[config.mk]
export PLATFORM = sky130hd
export DESIGN_NAME = mux16to1_collect
export DESIGN_NICKNAME = d
export VERILOG_FILES = /design/src/rtl/mux16to1_collect.sv
export SDC_FILE = /design/constraint.sdc
export NUM_CORES = 1
export LEC_CHECK = 0
export ABC_CLOCK_PERIOD_IN_PS = 3000
export BUFFER_PORTS_ARGS = -buffer_cell sky130_fd_sc_hd__buf_2
export CAP_MARGIN = 15
export CORE_AREA = 3 3 116 118
export CTS_CLUSTER_DIAMETER = 40
export DETAILED_ROUTE_END_ITERATION = 6
export DIE_AREA = 0 0 119 121
export PLACE_DENSITY = 0.58
export REMOVE_ABC_BUFFERS = 1
export SKIP_LAST_GASP = 1
export SLEW_MARGIN = 10
export SYNTH_ARGS = -nofsm -noshare
export SYNTH_HDL_FRONTEND = slang
export SYNTH_SLANG_ARGS = --single-unit
[constraint.sdc]
create_clock -name clk -period 3 [get_ports clk]
set_input_delay 0.6 -clock clk [delete_from_list [all_inputs] [get_ports clk]]
set_output_delay 0.6 -clock clk [all_outputs]
set_load 0.005 [all_outputs]
[src/rtl/mux16to1_collect.sv]
`timescale 1ns/1ps
// mux16to1_collect
// ----------------
// Collects an N-bit result from one of 16 function-unit lanes and returns it
// to the datapath over a registered valid/ready handshake. A collect starts
// when req is seen in IDLE. The select is latched at that point. The block
// then waits for the chosen lane's valid bit, gives up after TIMEOUT cycles,
// and answers an out-of-range select with an immediate error response.
//
// Parameters:
//   N        lane / output data width
//   TIMEOUT  maximum WAIT cycles before a timeout response (>= 1)
//   CW       timeout counter width (2**CW must exceed TIMEOUT)
//
// Ports:
//   clk          rising-edge clock
//   rst          asynchronous active-high reset
//   a0..a15      lane result data
//   a_valid      per-lane valid bits
//   fn_sel       lane select, 0..15 legal, 16..31 illegal
//   req          start a collect (only looked at in IDLE)
//   out          collected data (0 for error responses)
//   out_valid    out/sel_err/timeout_err hold a response
//   out_ready    consumer accepts the response
//   sel_err      response is an illegal-select error
//   timeout_err  response is a timeout error
//   busy         block is not in IDLE
module mux16to1_collect #(
    parameter int N       = 16,
    parameter int TIMEOUT = 15,
    parameter int CW      = 4
) (
    input  logic         clk,
    input  logic         rst,
    input  logic [N-1:0] a0,
    input  logic [N-1:0] a1,
    input  logic [N-1:0] a2,
    input  logic [N-1:0] a3,
    input  logic [N-1:0] a4,
    input  logic [N-1:0] a5,
    input  logic [N-1:0] a6,
    input  logic [N-1:0] a7,
    input  logic [N-1:0] a8,
    input  logic [N-1:0] a9,
    input  logic [N-1:0] a10,
    input  logic [N-1:0] a11,
    input  logic [N-1:0] a12,
    input  logic [N-1:0] a13,
    input  logic [N-1:0] a14,
    input  logic [N-1:0] a15,
    input  logic [15:0]  a_valid,
    input  logic [4:0]   fn_sel,
    input  logic         req,
    output logic [N-1:0] out,
    output logic         out_valid,
    input  logic         out_ready,
    output logic         sel_err,
    output logic         timeout_err,
    output logic         busy
);

    typedef enum logic [1:0] {
        S_IDLE = 2'd0,
        S_WAIT = 2'd1,
        S_HOLD = 2'd2
    } state_t;

    localparam logic [CW-1:0] CNT_LAST = CW'(TIMEOUT - 1);

    state_t         state_q, state_d;
    logic [3:0]     sel_q, sel_d;
    logic [CW-1:0]  cnt_q, cnt_d;
    logic [N-1:0]   out_q, out_d;
    logic           out_valid_q, out_valid_d;
    logic           sel_err_q, sel_err_d;
    logic           timeout_err_q, timeout_err_d;

    // Only the lane that was latched at request time is ever looked at.
    logic [N-1:0]   lane [16];
    logic [N-1:0]   lane_data;

    assign lane[0]  = a0;
    assign lane[1]  = a1;
    assign lane[2]  = a2;
    assign lane[3]  = a3;
    assign lane[4]  = a4;
    assign lane[5]  = a5;
    assign lane[6]  = a6;
    assign lane[7]  = a7;
    assign lane[8]  = a8;
    assign lane[9]  = a9;
    assign lane[10] = a10;
    assign lane[11] = a11;
    assign lane[12] = a12;
    assign lane[13] = a13;
    assign lane[14] = a14;
    assign lane[15] = a15;
    assign lane_data = lane[sel_q];

    // State and response registers.
    always_ff @(posedge clk or posedge rst) begin
        if (rst) begin
            state_q       <= S_IDLE;
            sel_q         <= '0;
            cnt_q         <= '0;
            out_q         <= '0;
            out_valid_q   <= 1'b0;
            sel_err_q     <= 1'b0;
            timeout_err_q <= 1'b0;
        end else begin
            state_q       <= state_d;
            sel_q         <= sel_d;
            cnt_q         <= cnt_d;
            out_q         <= out_d;
            out_valid_q   <= out_valid_d;
            sel_err_q     <= sel_err_d;
            timeout_err_q <= timeout_err_d;
        end
    end

    // Next-state and next-response logic.
    always_comb begin
        state_d       = state_q;
        sel_d         = sel_q;
        cnt_d         = cnt_q;
        out_d         = out_q;
        out_valid_d   = out_valid_q;
        sel_err_d     = sel_err_q;
        timeout_err_d = timeout_err_q;
        case (state_q)
            S_IDLE: begin
                out_valid_d = 1'b0;
                if (req) begin
                    if (fn_sel[4]) begin
                        // Illegal select: answer at once, no lane involved.
                        out_d       = '0;
                        sel_err_d   = 1'b1;
                        out_valid_d = 1'b1;
                        state_d     = S_HOLD;
                    end else begin
                        sel_d   = fn_sel[3:0];
                        cnt_d   = '0;
                        state_d = S_WAIT;
                    end
                end
            end
            S_WAIT: begin
                // Lane valid is tested first so that it wins on the last count.
                if (a_valid[sel_q]) begin
                    out_d       = lane_data;
                    out_valid_d = 1'b1;
                    state_d     = S_HOLD;
                end else if (cnt_q == CNT_LAST) begin
                    out_d         = '0;
                    timeout_err_d = 1'b1;
                    out_valid_d   = 1'b1;
                    state_d       = S_HOLD;
                end else begin
                    cnt_d = cnt_q + CW'(1);
                end
            end
            S_HOLD: begin
                // out is left alone on completion; only the flags clear.
                if (out_valid_q && out_ready) begin
                    out_valid_d   = 1'b0;
                    sel_err_d     = 1'b0;
                    timeout_err_d = 1'b0;
                    state_d       = S_IDLE;
                end
            end
            default: begin
                state_d = S_IDLE;
            end
        endcase
    end

    // Outputs come straight from registers, so out_ready never reaches them
    // combinationally.
    always_comb begin
        out         = out_q;
        out_valid   = out_valid_q;
        sel_err     = sel_err_q;
        timeout_err = timeout_err_q;
        busy        = (state_q != S_IDLE);
    end

endmodule

==> results.sh <==
export IMPL_power_frac_comb_pct=71.3
export IMPL_grtUsageTotal_pct=19.90
export IMPL_p_sw_mw=1.740
export IMPL_cts_setup_buffers=0
export IMPL_finClkSkew_ps=2.430
export IMPL_route_detailed_drc=0
export IMPL_internal_power_mw=2.473
export IMPL_setup_ws_ps=336.4
export IMPL_setup_violations=0
export IMPL_tritoncts_num_buffers=5
export IMPL_n_fill_cell=1247
export IMPL_dp_slack_ps=286.8
export IMPL_io_buffers=300
export IMPL_ant_nets=0
export IMPL_dieArea_sq_um=14400
export IMPL_worstPathArrival_ps=2810
export IMPL_period_minus_slack_ps=2664
export IMPL_synth_area_top_cells="mux4_2 (44%), dfrtp_1 (20%), a22o_1 (7.9%), mux2i_1 (5.1%), o211ai_1 (3.8%)"
export IMPL_synth_edf_count=0
export IMPL_wl_per_cell_microns=19.82
export IMPL_ys_ff_latch=29
export IMPL_async_flop_share_pct=100.0
export IMPL_grt_max_degree=38
export IMPL_die_w_microns=119
export IMPL_ioPinCount=301
export IMPL_synth_largest_area_cell="mux4_2"
export IMPL_period_share_pct=88.79
export IMPL_postLayoutCellArea_sq_um=5369
export IMPL_die_y_microns=121
export IMPL_leakagePower_nw=2.556
export IMPL_ys_top_cells_by_count="mux4_2 (69), a22o_1 (32), dfrtp_1 (29), inv_1 (24), nand2_1 (20)"
export IMPL_synth_top_area_share_pct=43.76
export IMPL_cts_resized=0
export IMPL_clk_latency_ps=270
export IMPL_critPathKind="reg -> reg"
export IMPL_antenna_found_initial=3
export IMPL_power_frac_seq_pct=16.2
export IMPL_finalHoldViolCount=0
export IMPL_viasPerCell=5.169
export IMPL_cts_num_sinks=29
export IMPL_status="completed"
export IMPL_gp_congestion=0.8399
export IMPL_cts_clk_slew_worst_paths_ps=50
export IMPL_drive_above_1_share_pct=68.59
export IMPL_worst_slew_pin_slew_ps=918.8
export IMPL_syn_avg_cell_area_sq_um=12.29
export IMPL_wl_microns=14800
export IMPL_synthToLayoutAreaGrowth_pct=51.20
export IMPL_yosys_warnings=0
export IMPL_cts_tree="done"
export IMPL_vdd_ir_drop_max_mv=0.3591
export IMPL_power_density_nw_per_um2=784.7
export IMPL_syn_area_sq_um=3551
export IMPL_cpMostUsedCell="mux4_2"
export IMPL_start_util_pct=28.25
export IMPL_synth_cell_types=37
export IMPL_slew_headroom_pct=38.47
export IMPL_cts_root_buf="clkbuf_16"
export IMPL_crit_chain="mux4_2 > mux4_2 > o32a_1 > buf_4 > mux2i_1"
export IMPL_max_freq_ghz=0.3754
export IMPL_worstPathRequired_ps=3150
export IMPL_switching_share_pct=41.31
export IMPL_clockPowerShare_pct=12.5
export IMPL_cap_viol_max_count=0
export IMPL_overflow=0
export IMPL_yosysMostFrequentCell="mux4_2"
export IMPL_grt_pass1_wl_microns=22390
export IMPL_critPathSlowestCell="mux4_2"
export IMPL_vias=3861
export IMPL_yosysSeqAreaShare_pct=20.44
export IMPL_netlist_instances=289
export IMPL_htree_levels=2
export IMPL_cts_buffer_depth=2
export IMPL_slew_viol_final=0
export IMPL_row_count=41
export IMPL_rsz0062_at_grt="false"
export IMPL_placed_cell_area_sq_um=5206
export IMPL_hold_class="in -> async"
export IMPL_start_kind="flop"
export IMPL_drt_iter0_markers=223
export IMPL_slowest_delay_ps=690
export IMPL_fin_nets=859
export IMPL_cp_max_fo=20
export IMPL_core_area_sq_um=12570
export IMPL_ctsHoldBuffers=0
export IMPL_crit_path_end_kind="flop"
export IMPL_grt_pass1_vias=4219
export IMPL_first_pass_iters=4
export IMPL_synth_ff_type="dfrtp_1"
export IMPL_hpwlAfterDp_microns=12430
-- critical path: cells and delay by family (launching register included) --
kind                   cells  cell delay (ps)
AO/OA/AOI/OAI              1              380
buffers and inverters      1              200
multiplexers               3             1380
flip-flops                 1              580
-- per-stage QoR --
stage | hold WS (ps) | power [mW] | TNS [ps] | utilization, % | instances
floorplan | 495.7 | 2.905 | -32290 | - | 256
global placement | 491.8 | 3.701 | 0 | 41.42 | 737
detailed placement | 502.4 | 3.751 | 0 | 41.42 | 737
CTS | 425.8 | 4.297 | 0 | 42.68 | 745
global route | 456.4 | 4.556 | 0 | 42.70 | 746
finish | 405.9 | 4.213 | 0 | 42.72 | 747
-- area by class of cell --
type | instances | area (sq um) | share of cell area (%)
antenna | 2 | 5.005 | 0.09322
tap | 172 | 215.2 | 4.008
multi-input combinational | 203 | 2589 | 48.22
clock inverter | 1 | 5.005 | 0.09322
clock buffer | 7 | 152.6 | 2.843
timing repair buffer | 309 | 1582 | 29.46
inverter | 24 | 90.09 | 1.678
sequential | 29 | 730.7 | 13.61
-- power by group through the flow --
stage / Sequential [mW] / Combinational (mW) / Clock, mW
after floorplan: 0.957 / 1.95 / 0
after global placement: 0.676 / 3.03 / 0
after detailed placement: 0.686 / 3.06 / 0
after CTS: 0.683 / 3.07 / 0.544
after global routing: 0.706 / 3.29 / 0.559
final: 0.681 / 3.00 / 0.528
-- metal layers --
layer  global-route usage [%]  up-vias  share of wire, %
li1                         -     1765                 -
met1                    24.98     1904                38
met2                    35.11      164                53
met3                    3.683       26               7.0
met4                    5.431        2               2.3
met5                        0        -             0.047
-- placed cells by master, fill, tap and decap left out, types with 3 or more instances in the layout --
cell type,n
mux2i_1,18
dfrtp_1,27
buf_2,300
clkbuf_16,5
mux4_2,69
nor3_1,3
nand3_1,5
a22o_1,32
inv_1,24
nand2_1,20
ha_1,6
o31a_1,3
buf_4,8
o211ai_1,18
-- worst paths after layout --
| path | startpoint | to | slack, ps | cells past startpoint |
|---|---|---|---|---|
| worst max-delay path | sel_q[1]$_DFFE_PP0P_ | out[5]$_DFFE_PP0P_ | 340 | 5 |
| worst min-delay path | rst | cnt_q[3]$_DFFE_PP0P_ | 410 | 3 |
| worst max register to register | sel_q[1]$_DFFE_PP0P_ | out[5]$_DFFE_PP0P_ | 340 | 5 |
| worst min register to register | sel_err$_DFFE_PP0P_ | sel_err$_DFFE_PP0P_ | 510 | 1 |
| max in group asynchronous | rst | sel_q[0]$_DFFE_PP0P_ | 2270 | 3 |
| min in group clk | sel_err$_DFFE_PP0P_ | sel_err$_DFFE_PP0P_ | 510 | 1 |
-- logic make-up after synthesis --
logic type	count (synthesis)	share of synthesized area (%)
muxes	87	48.84
AOI/OAI and AO/OA	67	15.82
buffers and inverters	57	6.871
and+or+nand+nor	43	5.920
DFF	29	20.44
adders and majority gates	6	2.114
-- registers in the layout, summed over array words and instances, names as in the netlist --
signal	count
sel_err	1
out	16
cnt_q	4
sel_q	4
state_q	2
timeout_err	1
out_valid	1
Note: power is estimated with default switching activity, not from simulation.
